## src/rtl/lcd_pkg.sv

```systemverilog
`default_nettype none
// ============================================================================
// Module   : lcd_pkg
// Purpose  : Shared types, frame geometry, ASCII constants and text helpers
//            for the recorder LCD frame writer.
// Revision : 1.0 - initial release
// ============================================================================
package lcd_pkg;

  localparam int LCD_ROWS = 2;
  localparam int LCD_COLS = 16;

  typedef enum logic [2:0] {
    MODE_IDLE   = 3'd0,
    MODE_RECORD = 3'd1,
    MODE_PLAY   = 3'd2,
    MODE_PAUSE  = 3'd3
  } mode_e;

  localparam logic [1:0] S_CLR   = 2'd0;
  localparam logic [1:0] S_IDLE  = 2'd1;
  localparam logic [1:0] S_WRITE = 2'd2;

  localparam logic [7:0] c_ascii_space = 8'h20;
  localparam logic [7:0] c_ascii_zero  = 8'h30;

  localparam logic [127:0] c_str_idle   = "IDLE            ";
  localparam logic [127:0] c_str_record = "RECORD          ";
  localparam logic [127:0] c_str_play   = "PLAY            ";
  localparam logic [127:0] c_str_pause  = "PAUSE           ";
  localparam logic [127:0] c_str_error  = "ERROR           ";
  localparam logic [127:0] c_row1_tmpl  = "TIME 00s  SPD 0x";

  // Snapshot carries pre-converted decimal digits so no divider sits on the character path
  typedef struct packed {
    logic [2:0] mode;
    logic [5:0] sec;
    logic [2:0] speed;
    logic [2:0] tens;
    logic [3:0] ones;
  } snap_t;

  function automatic logic [2:0] sec_tens(input logic [5:0] s);
    if (s >= 6'd60)      return 3'd6;
    else if (s >= 6'd50) return 3'd5;
    else if (s >= 6'd40) return 3'd4;
    else if (s >= 6'd30) return 3'd3;
    else if (s >= 6'd20) return 3'd2;
    else if (s >= 6'd10) return 3'd1;
    else                 return 3'd0;
  endfunction

  function automatic logic [3:0] sec_ones(input logic [5:0] s);
    logic [5:0] base;
    base = 6'(sec_tens(s)) * 6'd10;
    return 4'(s - base);
  endfunction

  function automatic logic [127:0] mode_text(input logic [2:0] m);
    case (m)
      MODE_IDLE:   return c_str_idle;
      MODE_RECORD: return c_str_record;
      MODE_PLAY:   return c_str_play;
      MODE_PAUSE:  return c_str_pause;
      default:     return c_str_error;
    endcase
  endfunction

  // Column 0 is the leftmost (most significant) byte of a string literal
  function automatic logic [7:0] str_char(input logic [127:0] s, input logic [3:0] col);
    logic [6:0] lsb;
    lsb = 7'(8 * (15 - int'(col)));
    return s[lsb +: 8];
  endfunction

endpackage
`default_nettype wire

```

## src/rtl/lcd_frame_writer_if.sv

```systemverilog
`default_nettype none
// ============================================================================
// Module   : lcd_frame_writer_if
// Purpose  : Character-stream valid/ready link from frame writer to LCD driver.
// Revision : 1.0 - initial release
// ============================================================================
interface lcd_frame_writer_if;
  logic       valid;
  logic       ready;
  logic       clr;
  logic       row;
  logic [3:0] col;
  logic [7:0] chr;

  modport master (output valid, clr, row, col, chr, input ready);
  modport slave  (input valid, clr, row, col, chr, output ready);
endinterface
`default_nettype wire

```

## src/rtl/lcd_char_rom.sv

```systemverilog
`default_nettype none
// ============================================================================
// Module   : lcd_char_rom
// Purpose  : Combinational map from (row, col, snapshot) to the ASCII glyph.
// Revision : 1.0 - initial release
// ============================================================================
module lcd_char_rom
  import lcd_pkg::*;
(
  input  logic       i_row,
  input  logic [3:0] i_col,
  input  logic [2:0] i_mode,
  input  logic [2:0] i_tens,
  input  logic [3:0] i_ones,
  input  logic [2:0] i_speed,
  output logic [7:0] o_char
);

  always_comb begin
    o_char = c_ascii_space;
    if (!i_row) begin
      o_char = str_char(mode_text(i_mode), i_col);
    end else begin
      case (i_col)
        4'd5:    o_char = c_ascii_zero + {5'b0, i_tens};
        4'd6:    o_char = c_ascii_zero + {4'b0, i_ones};
        4'd14:   o_char = c_ascii_zero + {5'b0, i_speed} + 8'd1;
        default: o_char = str_char(c_row1_tmpl, i_col);
      endcase
    end
  end

endmodule
`default_nettype wire

```

## src/rtl/lcd_frame_writer.sv

```systemverilog
`default_nettype none
// ============================================================================
// Module   : lcd_frame_writer
// Purpose  : Renders recorder status into a 2x16 frame and streams it to the
//            LCD driver one character per handshake, redrawing on change.
// Revision : 1.0 - initial release
// ============================================================================
module lcd_frame_writer
  import lcd_pkg::*;
(
  input  logic                      i_clk,
  input  logic                      i_rst_n,
  input  logic [2:0]                i_mode,
  input  logic [5:0]                i_sec,
  input  logic [2:0]                i_speed,
  output logic                      o_busy,
  lcd_frame_writer_if.master        lcd
);

  localparam logic [3:0] c_last_col = 4'(LCD_COLS - 1);
  localparam logic       c_last_row = 1'(LCD_ROWS - 1);

  logic [1:0] r_state;
  logic       r_run;
  logic       r_row;
  logic [3:0] r_col;
  snap_t      r_snap;

  logic       w_hs;
  logic       w_changed;
  logic [7:0] w_char;
  snap_t      w_live;

  assign w_live    = '{mode: i_mode, sec: i_sec, speed: i_speed,
                       tens: sec_tens(i_sec), ones: sec_ones(i_sec)};
  assign w_changed = {i_mode, i_sec, i_speed} != {r_snap.mode, r_snap.sec, r_snap.speed};
  assign w_hs      = lcd.valid && lcd.ready;

  // r_run keeps valid low while reset is held even though the state is S_CLR
  always_ff @(posedge i_clk or negedge i_rst_n) begin
    if (!i_rst_n) begin
      r_state <= S_CLR;
      r_run   <= 1'b0;
      r_row   <= 1'b0;
      r_col   <= 4'd0;
      r_snap  <= '0;
    end else begin
      r_run <= 1'b1;
      case (r_state)
        S_CLR: begin
          if (w_hs) begin
            r_snap  <= w_live;
            r_row   <= 1'b0;
            r_col   <= 4'd0;
            r_state <= S_WRITE;
          end
        end
        S_WRITE: begin
          if (w_hs) begin
            if (r_col == c_last_col) begin
              r_col <= 4'd0;
              if (r_row == c_last_row) begin
                r_row   <= 1'b0;
                r_state <= S_IDLE;
              end else begin
                r_row <= 1'b1;
              end
            end else begin
              r_col <= r_col + 4'd1;
            end
          end
        end
        S_IDLE: begin
          if (w_changed) begin
            r_snap  <= w_live;
            r_row   <= 1'b0;
            r_col   <= 4'd0;
            r_state <= S_WRITE;
          end
        end
        default: r_state <= S_CLR;
      endcase
    end
  end

  lcd_char_rom u_rom (
    .i_row   (r_row),
    .i_col   (r_col),
    .i_mode  (r_snap.mode),
    .i_tens  (r_snap.tens),
    .i_ones  (r_snap.ones),
    .i_speed (r_snap.speed),
    .o_char  (w_char)
  );

  assign lcd.valid = r_run && (r_state != S_IDLE);
  assign lcd.clr   = r_run && (r_state == S_CLR);
  assign lcd.row   = r_row;
  assign lcd.col   = r_col;
  assign lcd.chr   = (r_state == S_WRITE) ? w_char : c_ascii_space;
  assign o_busy    = (r_state != S_IDLE);

endmodule
`default_nettype wire
```

## src/flat_wrapper.sv

```systemverilog
// flat-port wrapper written by rule: the top's interface ports become plain ports
module lcd_frame_writer_flat import lcd_pkg::*;
  (i_clk, i_rst_n, i_mode, i_sec, i_speed, o_busy, lcd_valid, lcd_clr, lcd_row, lcd_col, lcd_chr, lcd_ready);
  lcd_frame_writer_if lcd_i ();
  input  logic i_clk;
  input  logic i_rst_n;
  input  logic [2:0] i_mode;
  input  logic [5:0] i_sec;
  input  logic [2:0] i_speed;
  output logic o_busy;
  output wire logic [$bits(lcd_i.valid)-1:0] lcd_valid;
  output wire logic [$bits(lcd_i.clr)-1:0] lcd_clr;
  output wire logic [$bits(lcd_i.row)-1:0] lcd_row;
  output wire logic [$bits(lcd_i.col)-1:0] lcd_col;
  output wire logic [$bits(lcd_i.chr)-1:0] lcd_chr;
  input wire logic [$bits(lcd_i.ready)-1:0] lcd_ready;
  assign lcd_valid = lcd_i.valid;
  assign lcd_clr = lcd_i.clr;
  assign lcd_row = lcd_i.row;
  assign lcd_col = lcd_i.col;
  assign lcd_chr = lcd_i.chr;
  assign lcd_i.ready = lcd_ready;
  lcd_frame_writer u_core (.i_clk(i_clk), .i_rst_n(i_rst_n), .i_mode(i_mode), .i_sec(i_sec), .i_speed(i_speed), .o_busy(o_busy), .lcd(lcd_i));
endmodule
```

## config.mk

```make
export PLATFORM = sky130hd
export DESIGN_NAME = lcd_frame_writer_flat
export DESIGN_NICKNAME = d
export VERILOG_FILES = /design/src/rtl/lcd_pkg.sv /design/src/rtl/lcd_frame_writer_if.sv /design/src/rtl/lcd_char_rom.sv /design/src/rtl/lcd_frame_writer.sv /design/src/flat_wrapper.sv
export SDC_FILE = /design/constraint.sdc
export NUM_CORES = 1
export LEC_CHECK = 0
export CORE_MARGIN = 5
export CORE_UTILIZATION = 25
export CTS_CLUSTER_SIZE = 16
export DETAILED_ROUTE_END_ITERATION = 8
export SLEW_MARGIN = 20
export SYNTH_ARGS = -nofsm -noshare
export SYNTH_HDL_FRONTEND = slang
export SYNTH_HIERARCHICAL = 1
export SYNTH_SLANG_ARGS = --single-unit
```

## constraint.sdc

```tcl
create_clock -name i_clk -period 4.3 [get_ports i_clk]
set_input_delay 0.86 -clock i_clk [delete_from_list [all_inputs] [get_ports i_clk]]
set_output_delay 0.86 -clock i_clk [all_outputs]
set_load 0.02 [all_outputs]
```

==> run metrics <==
status=completed; Min-Delay Path Class=reg2reg; leading cell type in the layout, fill and taps excluded=clkdlybuf4s50_1; count of pins over their slew limit=0; Fin Setup TNS=0 ns; Hold Buf Count CTS=0; Area Growth Syn to Fin=18.3%; #FFs+latches synth=26; Longest Clk Path Bufs=2; DRC viols=0; final wirelength=5350 microns; vias in the first global route=about 1900; final setup vio count=0; Synth Cell Area=about 2300 sq um; Ys Warns=6; total number of vias=around 1900; combinational fraction of design power=around 64%; post-DP HPWL=4040 microns; Setup Buffers After CTS=0; Die Y=about 110 microns; CTS root buf=clkbuf_8; share of cells above drive strength 1=between 10% and 20%; Synth cell types=62; Period minus WS final=~4.0 ns; Reg power frac=28.0%; Arr. time, crit path=between 3 and 4 ns; Setup WS pre-CTS=0.651 ns; Required @ worst endpoint=3.44 ns; fmax=approximately 250 MHz; Clock Skew=~0.0014 ns; Power Density=703 nW/um^2; Slew HR=between 60% and 70%; Register-to-Register Path Depth=5; R2R Setup Slk=~2.1 ns; DR pass1 iterations=4; final clock period utilization by the worst path=between 90% and 100%; row cnt=35; cts bufs inserted=3; post-CTS sizing=0; Mapped Nets=277; Clock Latency Late Sink=~0.27 ns; ys flop type=dfrtp_1; worst reg2reg endpoint=u_core/r_snap[11]; Hold Vio Cnt, Final=0; Routed Antenna Nets=0; PortBufs=29; Worst-Margin Slew=0.575 ns; number of fill cells=932; Max-Cap Viols=0; Post-Synthesis Cells=252; starting DRC count in detailed routing=56; per-cell routed wire length=about 14 microns; total grt overflow=0; CP Capture Type=output port; crit path max fanout=19; area of the die=11200 sq um; fin worst setup slack=just over 0.3 ns; Clock power frac=8.3%; crit path capture=lcd_chr[0]; largest net degree at the start of global routing=27; first-pass GRT wire length=9270 microns; Worst setup SP type=flip-flop; peak supply drop=0.289 mV; GRT Total Usage=9.79%; via-per-instance ratio=5.02; core box area=between 9000 and 10000 sq um; Syn Area/Cell=9.08 sq um; CTS HTree Levels=1; CTS Sinks=26; ANT cells=0; I/O pin total=31; Sw Pwr=0.863 mW; crit path from=u_core/lcd.col[0]; asr flop ratio synth=100%; CTS tree=done; initial antenna violation count=0; post-synthesis sequential area ratio=28.4%; fin nets=299; commonest non-fill, non-tap cells in the layout=clkdlybuf4s50_1, dfrtp_1, o21ai_0, inv_1, a21oi_1; Min Hold Slack=0.527 ns; EDFF count, synth=0; Initial Utilization=25.2%; Int Pwr=1.04 mW; total power=1.90 mW; gp weighted congestion=between 0.8 and 0.9; DIE WIDTH=approximately 110 microns; Static Leakage=between 1 and 1.5 nW; worst r2r src=u_core/r_snap[16]; unrepaired setup endpoints after global routing=no; Setup CP Type=reg2out; clock slew at reported path FFs=approximately 0.090 ns; Sw Ratio=45.4%
[through the flow]
step                util, %  instance area (sq um)  std cells
floorplan                 -                   2290        252
global placement       29.2                   2650        380
detailed placement     29.2                   2650        380
CTS                    29.8                   2710        384
global route           29.8                   2710        384
finish                 29.8                   2710        384
[synth_stat cells (all sizes together), types with 4 or more instances]
master,instances,area (sq um)
nor2,12,45.0
and3,4,26.3
nand2,12,52.6
mux2i,4,40.0
mux2,19,244
nand2b,8,50.1
a21oi,14,70.1
a31oi,4,25.0
ha,9,113
dfrtp,26,651
o21ai,16,80.1
nor2b,4,27.5
and2,10,62.6
inv,15,56.3
nand3,5,25.0
clkbuf,5,20.0
o211ai,5,37.5
buf,12,83.8
nor3b,5,37.5
xor2,12,105
[power groups by stage]
stage	combinational, mW	sequential, mW	clock [mW]
floorplan	0.887	0.473	0
global placement	1.20	0.532	0
detailed placement	1.21	0.537	0
CTS	1.22	0.532	0.163
global route	1.34	0.559	0.175
finish	1.21	0.532	0.159
[layer usage]
metal  vias up  routed length (microns)  track usage (%)
li1        947                        -                -
met4         0                       46             2.59
met5         -                        0                0
met1       927                     2680             14.2
met3         4                      215             1.04
met2        48                     2410             15.4
[area by class of cell]
| class | instances | area [sq um] | area share, % |
|---|---|---|---|
| Clock buffer | 4 | 55.1 | 2.04 |
| Inverter | 15 | 56.3 | 2.08 |
| Timing Repair Buffer | 34 | 328 | 12.1 |
| Multi-Input combinational cell | 194 | 1480 | 54.6 |
| Sequential cell | 26 | 651 | 24.1 |
| Tap cell | 111 | 139 | 5.13 |
[critical path: stages (launching register included)]
cell and delay, ns:
dfrtp_1 0.72, inv_1 0.23, ha_1 0.34, o21ai_0 0.43, o311ai_0 0.28, o211ai_1 0.14, and2_1 0.14, clkdlybuf4s50_1 0.60
[sequential cells by signal, indices dropped and copies added (netlist names)]
| register | cells |
|---|---|
| u_core/r_snap | 18 |
| u_core/lcd.col | 4 |
| u_core/r_state | 2 |
| u_core/lcd.row | 1 |
| u_core/r_run | 1 |
[logic make-up after synthesis]
logic type	after synthesis	share of synthesized area (%)
compound gates	68	20.0
flops	26	28.4
xor+xnor	15	5.74
fa+ha+maj	11	6.24
mux	23	12.4
simple gates	75	19.8
buf+inv	32	7.00
other cells	2	0.328
[how the worst min path moves through the flow]
stage | end | slack, ns | from | cells past startpoint
2_1_floorplan | u_core/r_snap[4] | 0.47 | u_core/r_snap[4] | 1
3_3_place_gp | u_core/r_snap[12] | 0.51 | u_core/r_snap[12] | 1
3_5_place_dp | u_core/r_snap[3] | 0.51 | u_core/r_snap[3] | 1
4_1_cts | u_core/r_snap[3] | 0.54 | u_core/r_snap[3] | 1
5_1_grt | u_core/r_snap[12] | 0.56 | u_core/r_snap[12] | 1
6_report | u_core/r_snap[2] | 0.53 | u_core/r_snap[2] | 1
Note: power is estimated with default switching activity, not from simulation.
